$ cat config.mk
export PLATFORM = sky130hd
export DESIGN_NAME = or1200_ic_fsm
export DESIGN_NICKNAME = d
export VERILOG_FILES = /design/src/rtl/or1200_ic_fsm.sv
export SDC_FILE = /design/constraint.sdc
export NUM_CORES = 1
export LEC_CHECK = 0
export ABC_AREA = 1
export CORE_AREA = 5 5 93 95
export CTS_CLUSTER_DIAMETER = 100
export DETAILED_ROUTE_END_ITERATION = 16
export DIE_AREA = 0 0 98 100
export PLACE_DENSITY = 0.83
export SKIP_LAST_GASP = 1
export SLEW_MARGIN = 0
export SYNTH_ARGS = -nofsm -noshare
export SYNTH_HDL_FRONTEND = slang
export SYNTH_SLANG_ARGS = --single-unit
$ cat constraint.sdc
create_clock -name clk -period 2.1 [get_ports clk]
set_input_delay 0.42 -clock clk [delete_from_list [all_inputs] [get_ports clk]]
set_output_delay 0.42 -clock clk [all_outputs]
set_load 0.02 [all_outputs]
$ cat src/rtl/or1200_ic_fsm.sv
// Instruction-cache control FSM: tag lookup/compare, burst line refill,
// single-line invalidate and bus-error recovery around a flop-based tag RAM.
module or1200_ic_fsm #(
  parameter int ADDR_W     = 32,
  parameter int IDX_W      = 8,
  parameter int LINE_WORDS = 4,
  localparam int OFF_W     = $clog2(LINE_WORDS),
  localparam int TAG_W     = ADDR_W - IDX_W - OFF_W - 2
) (
  input  logic                   clk,
  input  logic                   rst,
  input  logic                   cpu_req_i,
  input  logic [ADDR_W-1:0]      cpu_adr_i,
  output logic                   cpu_ack_o,
  output logic                   cpu_err_o,
  input  logic                   inv_req_i,
  input  logic [ADDR_W-1:0]      inv_adr_i,
  output logic                   inv_ack_o,
  output logic                   tag_ce_o,
  output logic                   tag_we_o,
  output logic [IDX_W-1:0]       tag_addr_o,
  output logic [TAG_W:0]         tag_di_o,
  input  logic [TAG_W:0]         tag_doq_i,
  output logic                   bus_cyc_o,
  output logic [ADDR_W-1:0]      bus_adr_o,
  input  logic                   bus_ack_i,
  input  logic                   bus_err_i,
  output logic                   dram_we_o,
  output logic [IDX_W+OFF_W-1:0] dram_addr_o
);

  localparam int LINE_W = ADDR_W - OFF_W - 2;

  typedef enum logic [2:0] {
    IDLE    = 3'd0,
    COMPARE = 3'd1,
    REFILL  = 3'd2,
    TAGWR   = 3'd3,
    ERRINV  = 3'd4,
    INV     = 3'd5
  } state_t;

  state_t            state, state_nxt;
  // Only the line address (tag + index) of the fetch is kept.
  logic [LINE_W-1:0] adr_q, adr_nxt;
  logic [OFF_W-1:0]  beat, beat_nxt;

  logic [TAG_W-1:0]  tag_q;
  logic [IDX_W-1:0]  idx_q, idx_cpu, idx_inv;
  logic              hit, last_beat;
  logic              unused_bits;

  assign tag_q     = adr_q[LINE_W-1 -: TAG_W];
  assign idx_q     = adr_q[IDX_W-1:0];
  assign idx_cpu   = cpu_adr_i[IDX_W+OFF_W+1:OFF_W+2];
  assign idx_inv   = inv_adr_i[IDX_W+OFF_W+1:OFF_W+2];
  assign hit       = tag_doq_i[0] & (tag_doq_i[TAG_W:1] == tag_q);
  assign last_beat = (beat == OFF_W'(LINE_WORDS - 1));

  assign unused_bits = ^{cpu_adr_i[OFF_W+1:0], inv_adr_i[OFF_W+1:0],
                         inv_adr_i[ADDR_W-1:IDX_W+OFF_W+2]};

  always_ff @(posedge clk or posedge rst) begin
    if (rst) begin
      state <= IDLE;
      adr_q <= '0;
      beat  <= '0;
    end else begin
      state <= state_nxt;
      adr_q <= adr_nxt;
      beat  <= beat_nxt;
    end
  end

  always_comb begin
    state_nxt   = state;
    adr_nxt     = adr_q;
    beat_nxt    = beat;
    cpu_ack_o   = 1'b0;
    cpu_err_o   = 1'b0;
    inv_ack_o   = 1'b0;
    tag_ce_o    = 1'b0;
    tag_we_o    = 1'b0;
    tag_addr_o  = '0;
    tag_di_o    = '0;
    bus_cyc_o   = 1'b0;
    bus_adr_o   = '0;
    dram_we_o   = 1'b0;
    dram_addr_o = '0;

    case (state)
      IDLE: begin
        // Gated by rst so every output is quiet while reset is held.
        if (!rst) begin
          if (inv_req_i) begin
            state_nxt = INV;
          end else if (cpu_req_i) begin
            tag_ce_o   = 1'b1;
            tag_addr_o = idx_cpu;
            adr_nxt    = cpu_adr_i[ADDR_W-1:OFF_W+2];
            state_nxt  = COMPARE;
          end
        end
      end

      COMPARE: begin
        tag_ce_o   = 1'b1;
        tag_addr_o = idx_q;
        if (hit) begin
          cpu_ack_o = 1'b1;
          state_nxt = IDLE;
        end else begin
          beat_nxt  = '0;
          state_nxt = REFILL;
        end
      end

      REFILL: begin
        bus_cyc_o   = 1'b1;
        bus_adr_o   = {tag_q, idx_q, beat, 2'b00};
        dram_addr_o = {idx_q, beat};
        if (bus_err_i) begin
          state_nxt = ERRINV;
        end else if (bus_ack_i) begin
          dram_we_o = 1'b1;
          beat_nxt  = beat + OFF_W'(1);
          if (last_beat) state_nxt = TAGWR;
        end
      end

      TAGWR: begin
        tag_ce_o   = 1'b1;
        tag_we_o   = 1'b1;
        tag_addr_o = idx_q;
        tag_di_o   = {tag_q, 1'b1};
        cpu_ack_o  = 1'b1;
        state_nxt  = IDLE;
      end

      // Partially refilled line: clear the valid bit so it can never hit.
      ERRINV: begin
        tag_ce_o   = 1'b1;
        tag_we_o   = 1'b1;
        tag_addr_o = idx_q;
        cpu_err_o  = 1'b1;
        state_nxt  = IDLE;
      end

      INV: begin
        tag_ce_o   = 1'b1;
        tag_we_o   = 1'b1;
        tag_addr_o = idx_inv;
        inv_ack_o  = 1'b1;
        state_nxt  = IDLE;
      end

      default: state_nxt = IDLE;
    endcase
  end

endmodule

==> results of run 1 <==
## final timing paths
path                               startpoint        end  slack [ps]
min in group clk                     adr_q[6]   adr_q[6]         550
worst max-delay path            tag_doq_i[14]  cpu_ack_o          10
worst max register to register       state[1]  adr_q[25]         200
worst min-delay path                      rst   adr_q[0]         380
max in group asynchronous                 rst   adr_q[8]        1400
worst min register to register       adr_q[6]   adr_q[6]         550
## state kept, by name, indices dropped and copies added (netlist names)
name / cells
state: 3
beat: 2
adr_q: 28
## area by class of cell
cell class | instances | area, um2 | area share
Clock buffer | 7 | 96.3 | 0.0223
Clock inverter | 1 | 5.00 | 0.00116
Inverter | 61 | 243 | 0.0562
Multi-Input combinational cell | 232 | 1260 | 0.291
Sequential cell | 33 | 826 | 0.191
Tap cell | 102 | 128 | 0.0296
Timing Repair Buffer | 206 | 1760 | 0.408
## worst max-delay path: cells and delay by family
| family | cells | cell delay (ps) |
|---|---|---|
| buf+inv | 2 | 580 |
| compound gates | 1 | 140 |
| simple gates | 6 | 510 |
## cells by family after synthesis
logic type | after synthesis | synth area share
AOI/OAI and AO/OA | 43 | 0.148
xor gates and xnor gates | 1 | 0.00363
adders and majority gates | 1 | 0.00518
buffers and inverters | 84 | 0.178
DFF | 33 | 0.342
other | 1 | 0.00155
and+or+nand+nor | 185 | 0.322
## power breakdown
group	switching [mW]	internal [mW]	leakage, nW
sequential	0.159	0.941	0.406
clock	0.234	0.296	0.0542
combinational	1.93	1.56	1.97
## synthesized netlist by cell type (2+ instances only)
library cell	number	area share
sky130_fd_sc_hd__clkbuf_1	3	0.0047
sky130_fd_sc_hd__o21ai_0	3	0.0062
sky130_fd_sc_hd__nor2_1	66	0.10
sky130_fd_sc_hd__buf_4	13	0.040
sky130_fd_sc_hd__inv_2	8	0.012
sky130_fd_sc_hd__nor2_4	2	0.0093
sky130_fd_sc_hd__nand3_1	5	0.010
sky130_fd_sc_hd__nand2_1	98	0.15
sky130_fd_sc_hd__o211ai_2	2	0.010
sky130_fd_sc_hd__a21oi_1	2	0.0041
sky130_fd_sc_hd__nand2_4	2	0.0093
sky130_fd_sc_hd__inv_1	53	0.082
sky130_fd_sc_hd__nor2_2	4	0.010
sky130_fd_sc_hd__o211ai_1	7	0.022
sky130_fd_sc_hd__dfrtp_1	33	0.34
sky130_fd_sc_hd__nand2_2	6	0.016
sky130_fd_sc_hd__buf_6	5	0.023
sky130_fd_sc_hd__o21ai_2	28	0.10
## timing repair
item | 4_1_cts | 5_1_grt
gates resized for setup | 276 | 124
pin swaps | 0 | 21
setup endpoints to repair | 76 | 53
hold buffers | 0 | 0
buffers inserted | 0 | 7
## routing by layer
metal  routed length (um)  GRT usage
met1                 3310      0.179
met2                 4470      0.306
met3                  671     0.0521
met4                   63     0.0394
met5                    0          0
==> impl_metrics.tcl, run 1 <==
set metrics [dict create \
    run_status "complete, no violations" \
    crit_path_max_incr_delay_ps 420 \
    power.density_cell_area_nw_per_um2 1190 \
    minimum_setup_slack_after_placement_ps -591 \
    setup.worst_path.start_class "primary input" \
    post-place-cells 627 \
    dr_total_vias 2817 \
    required_ps 1680 \
    postLayoutSetupSlackWorst_ps 12.9 \
    whs_ps 377 \
    number_of_hold_violations_in_the_final_report 0 \
    fp.dieArea_um2 9800 \
    core_um2 7650 \
    synth_cells 348 \
    worst_path_max_delay_cell "sky130_fd_sc_hd__clkdlybuf4s50_1" \
    total_routed_wirelength_um 8510 \
    setup-tns-final_ps 0 \
    insertion_delay_ps 280 \
    max_freq_ghz 0.479 \
    final_area_um2 4320 \
    cts_root_buf "sky130_fd_sc_hd__clkbuf_8" \
    final_util 0.564 \
    setup_violations 0 \
    num-nets-final 631 \
    timing.final.crit_period_ps 2090 \
    critical-path-top-cell-by-count "sky130_fd_sc_hd__nand2_1" \
    route.antenna.remaining_nets 0 \
    n_fill_cell 733 \
    final_cell_count_no_fill 642 \
    cap_violations 0 \
    grt_setup_unrepaired "true" \
    routed_via_density 4.39 \
    worst_setup_hold_path_clk_slew_ps 70 \
    grt_max_degree 35 \
    dp_hpwl_um 6770 \
    io_pins 169 \
    first_global_vias 2764 \
    drtIter0Drc 61 \
    layout.cells.most_common_list "sky130_fd_sc_hd__nand2_1 (97), sky130_fd_sc_hd__buf_4 (93), sky130_fd_sc_hd__inv_1 (50)" \
    worst_hold_path_class "primary input to async pin" \
    drt_pass1_iterations 4 \
    gr-usage-all-layers 0.164 \
    synth-async-reset-ratio 1.00 \
    areaGrowthSynthToFinish_pct 78.8 \
    cts_htree_levels 2 \
    die_height_um 100 \
    synthFlopType "sky130_fd_sc_hd__dfrtp_1" \
    final_max_slew_viol_count 0 \
    layout-drive-gt1-share 0.417 \
    avgSynthCellArea_um2 6.94 \
    rr_worst_depth 11 \
    path_max_fanout 2 \
    mostFrequentLayoutCell "sky130_fd_sc_hd__nand2_1" \
    critical_path.endpoint_type "output pin" \
    port_buffers 138 \
    cts_tree "built" \
    critical_path_class "primary input to output pin" \
    tritoncts_num_sinks 33 \
    cts_made_buffers 5 \
    place_congestion 0.835 \
    fin_worst_skew_ps 9.18 \
    post_dp_cell_area_um2 4230 \
    seq_area_frac_synth 0.342 \
    syn-cell-area_um2 2410 \
    drc 0 \
    arrival_ps 1670 \
    die_width_um 98 \
    synth_enable_flop_cells 0 \
    final.period_utilization 0.994 \
    power_total_mw 5.12 \
    p_leak_nw 2.43 \
    synth_cell_type_count 26 \
    grt_overflow_total 0 \
    antenna_found_initial 0 \
    antennaDiodeCount 0 \
    grt_first_pass_wirelength_um 13100 \
    post_drt_wl_per_cell_um 13.3 \
    critical_path.cell_chain "clkdlybuf4s50_1 > nand2_1 > nand2_1 > nor2_1 > nand2_1 > nor2_2 > nand3_2 > o21ai_1 > buf_4" \
    floorplan.initialDensity 0.316 \
    ir_drop_uv 579 \
    num_rows 32 \
    number_of_warnings_printed_during_yosys_synthesis 0 \
    cts_buffer_depth 2 \
    number_of_storage_elements_in_the_synthesis_netlist 33 \
]
(Power assumes the default switching activity.)
==> run 2, diff against run 1 <==
CAP_MARGIN = 10   (was not set)
==> results of run 2 <==
Final layout, timing and power as in run 1 (identical DEF).
==> run 3, diff against run 2 <==
RECOVER_POWER = 100   (was not set)
==> run 3 against run 2 <==
Final area fell by 0.78%. Die area did not move. Clock power barely moved.
==> impl_metrics.tcl, run 3 (synthesis results as in run 1) <==
set metrics [dict create \
    num-nets-final 631 \
    p_comb_frac 0.679 \
    required_ps 1680 \
    die_height_um 100 \
    drt_pass1_iterations 4 \
    dr_total_vias 2818 \
    proportion_of_power_drawn_by_flip_flops_and_latches 0.216 \
    critical_path.endpoint_type "output pin" \
    netSwitchingPower_mw 2.31 \
    power.density_cell_area_nw_per_um2 1190 \
    clk_network_pwr_share 0.105 \
    rr_worst_depth 11 \
    slew_headroom 0.411 \
    post_drt_wl_per_cell_um 13.3 \
    met3_wirelength_um 665 \
    layout.cells.most_common_list "sky130_fd_sc_hd__nand2_1 (97), sky130_fd_sc_hd__buf_4 (90), sky130_fd_sc_hd__inv_1 (50)" \
    drtIter0Drc 57 \
    cts_root_buf "sky130_fd_sc_hd__clkbuf_8" \
    route.antenna.remaining_nets 0 \
    timing.final.crit_period_ps 2090 \
    cts_made_buffers 5 \
    hold_path_end "adr_q[4]" \
    drc 0 \
    grt_first_pass_wirelength_um 13100 \
    final_max_slew_viol_count 0 \
    cts_htree_levels 2 \
    routed.top_layer "met4" \
    whs_ps 554 \
    whs_path_depth 2 \
    largest_register_ffs 28 \
    antenna_found_initial 0 \
    place_congestion 0.835 \
    layout-drive-gt1-share 0.402 \
    path_max_fanout 2 \
    final.period_utilization 0.994 \
    postLayoutSetupSlackWorst_ps 12.9 \
    detail_route.wirelength.met1_um 3340 \
    ir_drop_uv 579 \
    setup.worst_path.start_class "primary input" \
    largest-register "adr_q" \
    die_width_um 98 \
    antennaDiodeCount 0 \
    worst_setup_hold_path_clk_slew_ps 70 \
    max_slew.worst_pin.slew_ps 883 \
    insertion_delay_ps 280 \
    minimum_setup_slack_after_placement_ps -591 \
    max_freq_ghz 0.479 \
    min_from "adr_q[4]" \
    grt_max_degree 35 \
    regToRegStartpoint "state[1]" \
    n_fill_cell 741 \
    reg2reg_capture_point "adr_q[25]" \
    swShare 0.455 \
    critical_path_class "primary input to output pin" \
    cts_tree "built" \
    reg2reg_slack_ps 190 \
    setup_violations 0 \
    total_routed_wirelength_um 8550 \
    hold_buffers 0 \
    tritoncts_num_sinks 33 \
    reg_top3 "adr_q x28, state x3, beat x2" \
    io_pins 169 \
    power_report.internal_total_mw 2.77 \
    port_buffers 138 \
    areaGrowthSynthToFinish_pct 77.4 \
    mostFrequentLayoutCell "sky130_fd_sc_hd__nand2_1" \
    run_status "complete, no violations" \
    worst_hold_path_class "flop to flop" \
    floorplan.initialDensity 0.316 \
    grt_setup_unrepaired "true" \
    grt_overflow_total 0 \
    met2WireLength_um 4470 \
    core_um2 7650 \
    number_of_hold_violations_in_the_final_report 0 \
    fin_worst_skew_ps 9.12 \
    dp_hpwl_um 6770 \
    p_leak_nw 2.41 \
    first_global_vias 2764 \
    routed_via_density 4.39 \
    num_rows 32 \
    fp.dieArea_um2 9800 \
    cap_violations 0 \
    gr-usage-all-layers 0.164 \
    arrival_ps 1670 \
    cts_buffer_depth 2 \
]
## run 3: cell types whose count changed in the layout (fill, tap and decap cells not counted), sizes merged
cell    previous run  this run
buf              139       136
clkbuf             7        10
## run 3: critical path: stages
cell and delay, ps:
sky130_fd_sc_hd__clkdlybuf4s50_1 420, sky130_fd_sc_hd__nand2_1 70, sky130_fd_sc_hd__nand2_1 50, sky130_fd_sc_hd__nor2_1 90
sky130_fd_sc_hd__nand2_1 80, sky130_fd_sc_hd__nor2_2 120, sky130_fd_sc_hd__nand3_2 100, sky130_fd_sc_hd__o21ai_1 140
sky130_fd_sc_hd__buf_4 160
## run 3: repair_timing
action | 4_1_cts | 5_1_grt
setup endpoints to repair | 76 | 53
pin swaps | 0 | 21
gates resized for setup | 276 | 124
cloned | 0 | 0
setup buffers | 0 | 7
## run 3: through the flow
stage | area [um2] | setup TNS [ps] | power, mW | cells | util
after CTS | 4040 | -1870 | 4.93 | 635 | 0.528
after global routing | 4280 | -814 | 5.46 | 642 | 0.560
final | 4280 | 0 | 5.08 | 642 | 0.560
after global placement | 4230 | -6500 | 4.54 | 627 | 0.553
after floorplan | 2420 | 0 | 2.95 | 349 | -
after detailed placement | 4230 | -8250 | 4.63 | 627 | 0.553
## run 3: metal layers
metal  global-route usage  vias up
met3               0.0521        6
met1                0.179     1296
li1                     -     1416
met5                    0        -
met4               0.0394        0
met2                0.306      100
## run 3: worst max path at each step
stage / slack, ps / end / start
2_1_floorplan: 30 / tag_addr_o[0] / rst
3_3_place_gp: -590 / cpu_ack_o / tag_doq_i[18]
4_1_cts: -240 / tag_addr_o[0] / state[0]
6_report: 10 / cpu_ack_o / tag_doq_i[14]
5_1_grt: -90 / cpu_ack_o / tag_doq_i[14]
3_5_place_dp: -590 / cpu_ack_o / tag_doq_i[20]
## run 3: area by class of cell
class,instances,area (um2),area share
timing repair buffer,206,1750,0.409
tap,102,128,0.0298
multi-input combinational,232,1240,0.289
clock inverter,1,5.00,0.00117
sequential,33,826,0.193
clock buffer,7,96.3,0.0225
inverter,61,240,0.0561
## run 3: power by group through the flow
stage               Clock, mW  Sequential, mW  Combinational [mW]
floorplan                   0            1.08                1.87
global placement            0            1.09                3.45
detailed placement          0            1.11                3.52
CTS                     0.557            1.10                3.28
global route            0.575            1.13                3.76
finish                  0.532            1.10                3.45
